### src/rtl/leaf_latency_reporter_pkg.sv
// Shared message parameters for leaf-to-hub result messages.
// Holds header field positions, header codes, FSM state encodings and
// a helper that packs a per-leaf result message.
package leaf_latency_reporter_pkg;

  localparam int MSG_HEADER_MSB = 63;
  localparam int MSG_HEADER_LSB = 56;
  localparam int LAT_W          = 16;

  localparam logic [7:0] HEADER_RESULT = 8'h03;

  // FSM state encodings (kept as plain constants for legacy tools)
  localparam logic [1:0] ST_IDLE     = 2'd0;
  localparam logic [1:0] ST_COUNTING = 2'd1;
  localparam logic [1:0] ST_SEND     = 2'd2;

  // Per-leaf result: bit 55 (overall flag) stays 0, unused bits stay 0.
  function automatic logic [63:0] build_result_msg(
    input logic [7:0]       round_cnt,
    input logic [2:0]       leaf_id,
    input logic [LAT_W-1:0] latency
  );
    logic [63:0] msg;
    msg = '0;
    msg[MSG_HEADER_MSB:MSG_HEADER_LSB] = HEADER_RESULT;
    msg[31:24] = round_cnt;
    msg[18:16] = leaf_id;
    msg[15:0]  = latency;
    return msg;
  endfunction

endpackage

### src/rtl/leaf_latency_reporter_sat_counter.sv
// Saturating up-counter with synchronous clear (clear wins over increment).
// Latency: count updates one cycle after clr/inc; count_plus1 is combinational.
// Backpressure: none; inc simply holds at all-ones once saturated.
module sat_counter #(
  parameter int WIDTH = 16
) (
  input  logic             clk,
  input  logic             reset,
  input  logic             clr,
  input  logic             inc,
  output logic [WIDTH-1:0] count_plus1
);

  logic [WIDTH-1:0] count_q;
  logic [WIDTH-1:0] count_d;

  // Next value after one more increment, held at all-ones instead of wrapping.
  assign count_plus1 = (&count_q) ? count_q : count_q + 1'b1;

  // Clear has priority so a new round always starts from zero.
  always_comb begin
    count_d = count_q;
    if (clr) begin
      count_d = '0;
    end else if (inc) begin
      count_d = count_plus1;
    end
  end

  // Counter register.
  always_ff @(posedge clk) begin
    if (reset) begin
      count_q <= '0;
    end else begin
      count_q <= count_d;
    end
  end

endmodule

### src/rtl/leaf_latency_reporter.sv
// Measures start-to-done latency of a decode round and sends one result message uplink.
// Latency: tx_valid rises the cycle after done; message held until tx_ready handshake.
// Backpressure: tx_valid/tx_data hold while tx_ready low; optional stats via LATENCY_REPORTER_STATS_EN.
module leaf_latency_reporter
  import leaf_latency_reporter_pkg::*;
#(
  parameter logic [2:0] FPGA_ID       = 3'd0,
  parameter int         CHANNEL_WIDTH = 64   // only 64 is supported
) (
  input  logic                     clk,
  input  logic                     reset,
  input  logic                     start,
  input  logic                     done,
  output logic [CHANNEL_WIDTH-1:0] tx_data,
  output logic                     tx_valid,
  input  logic                     tx_ready,
  output logic                     busy,
  output logic [7:0]               round_count
`ifdef LATENCY_REPORTER_STATS_EN
  ,
  output logic [LAT_W-1:0]         max_latency,
  output logic                     saturated
`endif
);

  logic [1:0]       state_q,   state_d;
  logic             pend_q,    pend_d;
  logic             valid_q,   valid_d;
  logic [63:0]      data_q,    data_d;
  logic [7:0]       rc_q,      rc_d;
  logic             cnt_clr;
  logic             cnt_inc;
  logic [LAT_W-1:0] lat_next;
  logic             hs;

  sat_counter #(.WIDTH(LAT_W)) u_lat_cnt (
    .clk         (clk),
    .reset       (reset),
    .clr         (cnt_clr),
    .inc         (cnt_inc),
    .count_plus1 (lat_next)
  );

  // Handshake uses only registered valid, so tx_valid never depends on tx_ready.
  assign hs          = valid_q & tx_ready;
  assign tx_valid    = valid_q;
  assign tx_data     = data_q;
  assign busy        = (state_q != ST_IDLE);
  assign round_count = rc_q;

  // Round sequencing: count, latch message on done, hold until accepted.
  always_comb begin
    state_d = state_q;
    pend_d  = pend_q;
    valid_d = valid_q;
    data_d  = data_q;
    rc_d    = rc_q;
    cnt_clr = 1'b0;
    cnt_inc = 1'b0;
    case (state_q)
      ST_IDLE: begin
        // done in IDLE is ignored, even alongside start
        if (start) begin
          state_d = ST_COUNTING;
          cnt_clr = 1'b1;
        end
      end
      ST_COUNTING: begin
        // start in COUNTING is dropped; done wins if both arrive
        cnt_inc = 1'b1;
        if (done) begin
          state_d = ST_SEND;
          valid_d = 1'b1;
          data_d  = build_result_msg(rc_q, FPGA_ID, lat_next);
        end
      end
      ST_SEND: begin
        if (start) begin
          pend_d = 1'b1;
        end
        if (hs) begin
          valid_d = 1'b0;
          rc_d    = rc_q + 8'd1;
          pend_d  = 1'b0;
          // A start seen during SEND (including this cycle) begins the next round here
          if (pend_q || start) begin
            state_d = ST_COUNTING;
            cnt_clr = 1'b1;
          end else begin
            state_d = ST_IDLE;
          end
        end
      end
      default: begin
        state_d = ST_IDLE;
      end
    endcase
  end

  // Control and message registers; reset aborts any round in flight.
  always_ff @(posedge clk) begin
    if (reset) begin
      state_q <= ST_IDLE;
      pend_q  <= 1'b0;
      valid_q <= 1'b0;
      data_q  <= '0;
      rc_q    <= '0;
    end else begin
      state_q <= state_d;
      pend_q  <= pend_d;
      valid_q <= valid_d;
      data_q  <= data_d;
      rc_q    <= rc_d;
    end
  end

`ifdef LATENCY_REPORTER_STATS_EN
  logic [LAT_W-1:0] max_q, max_d;
  logic             sat_q, sat_d;

  // Statistics follow only messages actually accepted downstream.
  always_comb begin
    max_d = max_q;
    sat_d = sat_q;
    if (hs) begin
      if (data_q[15:0] > max_q) begin
        max_d = data_q[15:0];
      end
      if (&data_q[15:0]) begin
        sat_d = 1'b1;
      end
    end
  end

  // Statistics registers.
  always_ff @(posedge clk) begin
    if (reset) begin
      max_q <= '0;
      sat_q <= 1'b0;
    end else begin
      max_q <= max_d;
      sat_q <= sat_d;
    end
  end

  assign max_latency = max_q;
  assign saturated   = sat_q;
`endif

endmodule
### config.mk
export PLATFORM = sky130hd
export DESIGN_NAME = leaf_latency_reporter
export DESIGN_NICKNAME = d
export VERILOG_FILES = /design/src/rtl/leaf_latency_reporter_pkg.sv /design/src/rtl/leaf_latency_reporter_sat_counter.sv /design/src/rtl/leaf_latency_reporter.sv
export SDC_FILE = /design/constraint.sdc
export NUM_CORES = 1
export LEC_CHECK = 0
export CAP_MARGIN = 10
export CORE_MARGIN = 8
export CORE_UTILIZATION = 30
export DETAILED_ROUTE_END_ITERATION = 7
export DONT_BUFFER_PORTS = 1
export PLACE_DENSITY_LB_ADDON = 0.25
export SETUP_SLACK_MARGIN = 0.1
export SLEW_MARGIN = 40
export SYNTH_ARGS = -nofsm -noshare
export SYNTH_HDL_FRONTEND = slang
export SYNTH_SLANG_ARGS = --single-unit
### constraint.sdc
create_clock -name clk -period 2.1 [get_ports clk]
set_input_delay 0 -clock clk [delete_from_list [all_inputs] [get_ports clk]]
set_output_delay 0 -clock clk [all_outputs]
set_load 0.005 [all_outputs]
## Yosys cells after proc, flatten, opt, wreduce, memory -nomap -nowiden

Cells that the tools add are included.

| cells by class | value |
|---|---|
| eq/ne operators | 5 |
| bitwise gates (word level) | 1 |
| reduce and logical (&&, ||, !) cells | 12 |
| $add $sub $neg | 2 |
| mux-type cells | 16 |

Operators by type and width:

| cell | number |
|---|---|
| adder 16 x 1 -> 16 bit (second input constant) | 1 |
| 2-to-1 mux 16 bit | 1 |
| AND reduction 16 bit | 1 |
| 2-to-1 mux 1 bit | 9 |
| adder 8 x 1 -> 8 bit (second input constant) | 1 |
| 2-to-1 mux 2 bit | 3 |
| inequality test 2 bit (second input constant) | 3 |
| case mux 2 bit (3 select lines) | 1 |
| AND reduction 2 bit | 3 |
| AND reduction 3 bit | 2 |
| nonzero test 2 bit | 3 |
| case mux 1 bit (2 select lines) | 2 |
| equality test 2 x 1 -> 1 bit (second input constant) | 1 |
| equality test 2 bit (second input constant) | 1 |
| zero test 2 bit | 1 |
| OR reduction 2 bit | 1 |
| AND 1 bit | 1 |
| logical OR 1 bit | 1 |

| storage, ports and cells | value |
|---|---|
| output and inout port bits | 74 |
| register bits | 53 |
| word-level logic and storage cells | 42 |

## Logic depth before layout (Yosys ltp)

| depth | value |
|---|---|
| depth in word-level cells | 5 |
| gate-level depth with buffers | 8 |

## Hierarchy

Synthesis repeated with hierarchy kept, for this count alone.

| unflattened totals | value |
|---|---|
| cell total of the unflattened synthesis | 367 |
| area total of the unflattened synthesis | 2979.1 um^2 |

Modules (own cells, without submodules):

| module | seq. area each (um^2) | times used | cells an instance | area each (um^2) |
|---|---|---|---|---|
| leaf_latency_reporter | 740.7 | 1 | 217 | 1747.9 |
| sat_counter | 320.3 | 1 | 150 | 1231.2 |

## Worst setup path before layout

Ideal clock, no wire load.

| path | value |
|---|---|
| kind | flip-flop to flip-flop |
| from | register u_lat_cnt.count_q[0] |
| to | register data_q[3] (netlist: tx_data[3]) |
| path buffers | 2 |
| arrival time | 1.605 ns |
| cell stages (with the launch flop) | 9 |
| required time | 2.021 ns |
| setup slack | 0.416 ns |
| clock period less this slack | 1.684 ns |
| cell sequence | dfxtp_1 -> ha_1 -> nand4_2 -> nand4bb_1 -> buf_2 -> buf_6 -> a21oi_1 -> a21oi_1 -> a211oi_2 |

| between the ends | value |
|---|---|
| longest elaborated chain between the ends | 2 |
| elaborated cells on any way between the ends | 3 |

Ends and longest elaborated chain:

| element | RTL line | text |
|---|---|---|
| start: declaration | leaf_latency_reporter_sat_counter.sv:14 | `logic [WIDTH-1:0] count_q;` |
| start signal: assignment | leaf_latency_reporter_sat_counter.sv:35 | `count_q <= count_d;` |
| adder 16 x 1 -> 16 bit / AND reduction 16 bit (equally long branches) | leaf_latency_reporter_sat_counter.sv:18 | `assign count_plus1 = (&count_q) ? count_q : count_q + 1'b1;` |
| 2-to-1 mux 16 bit * | leaf_latency_reporter_sat_counter.sv:18 |  |
| end signal: assignment | leaf_latency_reporter.sv:112 | `data_q <= data_d;` |
| end: declaration | leaf_latency_reporter.sv:29 | `logic [63:0] data_q, data_d;` |

Mark *: on every way between the ends. The rest lies on a longest branch, timed or not.
A chain may end at the register's enable or synchronous reset.

## Worst setup path after layout

| path | value |
|---|---|
| from | register state_q[0] |
| to | register data_q[26] (netlist: tx_data[26]) |

| between the ends | value |
|---|---|
| longest elaborated chain between the ends | 2 |

Ends and longest elaborated chain:

| element | RTL line | text |
|---|---|---|
| start: declaration | leaf_latency_reporter.sv:26 | `logic [1:0] state_q, state_d;` |
| start signal: assignment | leaf_latency_reporter.sv:109 | `state_q <= state_d;` |
| equality test 2 x 1 -> 1 bit | leaf_latency_reporter.sv:60 | `case (state_q)` |
| AND reduction 2 bit (no line) | -- |  |

Every way passes these cells.

==> key figures <==
Outcome
  – Status: completed

Power
  – NetSw: 470 µW
  – Static leakage: 1.05 nW
  – Internal: 1.32 mW
  – Part of the power in registers: 0.585
  – Final Power: 1.79 mW
  – IR drop worst, VDD: 0.250 mV
  – Pwr Density: 625 mW/mm²
  – Clk pwr share: 0.336
  – Sw Share: 0.263
  – Power share of the combinational group: 0.079

Setup path
  – Crit path DAT: 2.03 ns
  – Worst r2r src: state_q[0]$_SDFFE_PP0P_
  – Crit Path Max Fanout: 16
  – Critical Path RT: 2.31 ns
  – CP Class: flip-flop to flip-flop
  – R2R depth: 7
  – R2R Setup Slk: 0.28 ns
  – Worst r2r dst: tx_data[26]$_SDFFE_PP0P_
  – Crit end category: flip-flop
  – Critical Path Source Type: flip-flop

Yosys
  – Post-synth EDFFs: 0
  – Post-synth top flop: dfxtp_1
  – Number of synthesized register bits: 53
  – Xor/xnor share of the synthesized area: 0.0732
  – Largest family of logic cells by synthesized area: simple AND/OR/NAND/NOR gates
  – YS warnings: 0
  – Post-Synth Adder-Cell Area: 0.00910
  – Mux share of post-synthesis cell area: 0.0291
  – Post-Syn Area: 0.00275 mm²
  – Post-synthesis compound-gate area fraction: 0.107
  – Distinct cells, synth: 41
  – Syn_area_per_cell: 8.23 µm²
  – Async set or reset register ratio after synthesis: 0
  – Sequential area share after synthesis: 0.386
  – Post-Synth Simple-Gate Area: 0.245
  – Gate Count Post-Synth: 334

Hold path
  – WHS Endpoint: state_q[0]$_SDFFE_PP0P_
  – Hold Path Cell Cnt: 3
  – Hold Path Class: input port to flip-flop
  – Hold Crit Start: start

Place
  – Global placer's final weighted congestion: 0.795
  – Dpl hpwl: 4480 µm
  – IO buf count: 0

STA
  – Min Tclk post-route: 1.82 ns
  – Setup violations, final: 0
  – Max-slew violations: 0
  – Fmax: 0.549 GHz
  – Final setup TNS: 0 ns
  – Tcrit/Tclk final: 0.867
  – Clock Skews: 0.00947 ns
  – Hold Vio Cnt, Final: 0
  – Unrepaired setup endpoints after global routing: no

Layout
  – Ant. Diodes: 0
  – Layout cells sized above 1: 0.0811
  – Area Growth Syn to Fin: 4.23%
  – Final nets: 339
  – Fill cells: 975

Clock tree
  – Post-CTS Setup Bufs: 0
  – H-tree levels: 2
  – Clk_lat worst skew: 0.31 ns
  – Root buffer cell: clkbuf_8
  – Clock Sinks: 53
  – CTS Buf Count: 5
  – CTS tree: yes
  – Clock Path Buffers: 2
  – Clock-pin slew on the worst setup and hold paths: 0.11 ns

Route
  – DRC: 0
  – Max Used Layer: met4
  – Total number of vias: 2,067
  – Detail Route met3 WL: 381 µm
  – Wl on met1: 2560 µm
  – DRT Wirelength: 6120 µm
  – DRT Pass-1 Iters: 4
  – Met2 Wirelength: 3150 µm
  – Post-route antenna net violation count: 0
  – Vias per inst: 4.66
  – DR iter-0 viols: 147
  – Detailed-route wire length per cell: 13.8 µm

Floorplan
  – Core ar.: 0.00906 mm²
  – Row Count: 35
  – Initial core utilization: 0.303
  – # IOs: 79
  – Die Footprint: 0.0125 mm²
  – Die width: 112 µm
  – Die Y: 112 µm

GRT
  – Grt total ovfl: 0
  – Vias in the first global route: 1,969
  – Largest net degree at the start of global routing: 38
  – First-pass GRT wire length: 10,300 µm
  – Overall global routing resource usage: 0.0990
  – Initial antenna violation count: 0

Run
  – Maxcap violations: 0
repair_timing:
item | 4_1_cts | 5_1_grt
hold endpoints to repair | 37 | 0
setup endpoints to repair | 0 | 5
resized for setup | 0 | 6
hold buffers | 5 | 0
worst max-delay path by stage:
stage | start | to | slack (ns)
floorplan | u_lat_cnt.count_q[0]$_SDFFE_PP0N_ | tx_data[3]$_SDFFE_PP0P_ | 0.42
global placement | u_lat_cnt.count_q[1]$_SDFFE_PP0N_ | u_lat_cnt.count_q[1]$_SDFFE_PP0N_ | 0.33
detailed placement | u_lat_cnt.count_q[1]$_SDFFE_PP0N_ | u_lat_cnt.count_q[1]$_SDFFE_PP0N_ | 0.26
CTS | state_q[0]$_SDFFE_PP0P_ | tx_data[26]$_SDFFE_PP0P_ | 0.15
global route | state_q[1]$_SDFFE_PP0P_ | tx_data[26]$_SDFFE_PP0P_ | 0.13
finish | state_q[0]$_SDFFE_PP0P_ | tx_data[26]$_SDFFE_PP0P_ | 0.28
per-stage QoR:
step	hold slack, ns	area, µm²	util	setup slack [ns]	std cells
6_report	0.0164	2870	0.316	0.279	444
5_1_grt	0.0465	2870	0.316	0.133	444
4_1_cts	0.0134	2850	0.315	0.151	444
3_5_place_dp	0.0754	2700	0.297	0.261	431
3_3_place_gp	0.0767	2700	0.297	0.334	431
2_1_floorplan	0.188	2890	-	0.416	371
placed cells by master, fill, tap and decap left out, types with 5 or more instances in the layout:
cell type and count:
and4_1 5, xor2_1 19, conb_1 38, dfxtp_1 51
nand3_1 20, o211ai_1 5, a21oi_1 23, mux2i_1 8
a211oi_1 8, clkbuf_8 5, nand4_1 6, nor2_1 39
buf_4 7, nand2_1 44
logic make-up (layout without fill, tap and decap cells):
family,count (synthesis),count (layout)
buffers and inverters,63,25
AND/OR/NAND/NOR,137,137
AO/OA/AOI/OAI,47,47
multiplexers,8,8
flip-flops,53,53
XOR/XNOR,23,23
adder cells (fa/ha/maj),2,2
other,1,38
power by group through the flow:
stage	Clock [mW]	Sequential [mW]	Combinational (mW)
6_report	0.602	1.05	0.142
5_1_grt	0.673	1.05	0.162
4_1_cts	0.635	1.05	0.138
3_5_place_dp	0	1.07	0.117
3_3_place_gp	0	1.07	0.116
2_1_floorplan	0	1.06	0.152
final cells by class:
cell class	count	area, µm²	area share
repair buffers	14	135	0.0471
clock inverters	3	26.3	0.00917
inverters	3	11.3	0.00393
well taps	111	139	0.0485
clock buffers	5	68.8	0.0240
multi-input cells	255	1420	0.496
flip-flops and latches	53	1060	0.371
layer usage:
layer | track usage | vias to the layer above
met1 | 0.109 | 965
met4 | 0.0219 | 0
met5 | 0 | -
met3 | 0.0395 | 4
met2 | 0.175 | 46
li1 | - | 1052
synthesized netlist by cell type, types with 2 or more instances:
cell type / n / area, µm²
dfxtp_1: 53 / 1060
nand2_1: 44 / 165
buf_4: 40 / 300
nor2_1: 39 / 146
a21oi_1: 23 / 115
nand3_1: 20 / 100
xor2_1: 19 / 166
buf_2: 13 / 65.1
a211oi_1: 8 / 60.1
mux2i_1: 8 / 80.1
nand4_1: 6 / 37.5
and4_1: 5 / 43.8
clkbuf_1: 5 / 18.8
o211ai_1: 5 / 37.5
and2_1: 4 / 25.0
and3_1: 4 / 25.0
o21ai_0: 4 / 20.0
xnor2_1: 4 / 35.0
inv_1: 3 / 11.3
nor3_1: 3 / 15.0
ha_1: 2 / 25.0
nand2b_1: 2 / 12.5
nor2b_1: 2 / 12.5
sequential cells by signal, summed over array words and instances (netlist names):
register           count
tx_data               25
round_count            8
u_lat_cnt.count_q     16
tx_valid               1
state_q                2
pend_q                 1
critical path, stage by stage (launching register included):
cell	delay (ns)
dfxtp_2	0.39
nor2b_2	0.18
buf_6	0.18
nand2_1	0.08
buf_4	0.20
nand2_1	0.08
a21oi_1	0.06
dlygate4sd3_1	0.55
Note: power is estimated with default switching activity, not from simulation.
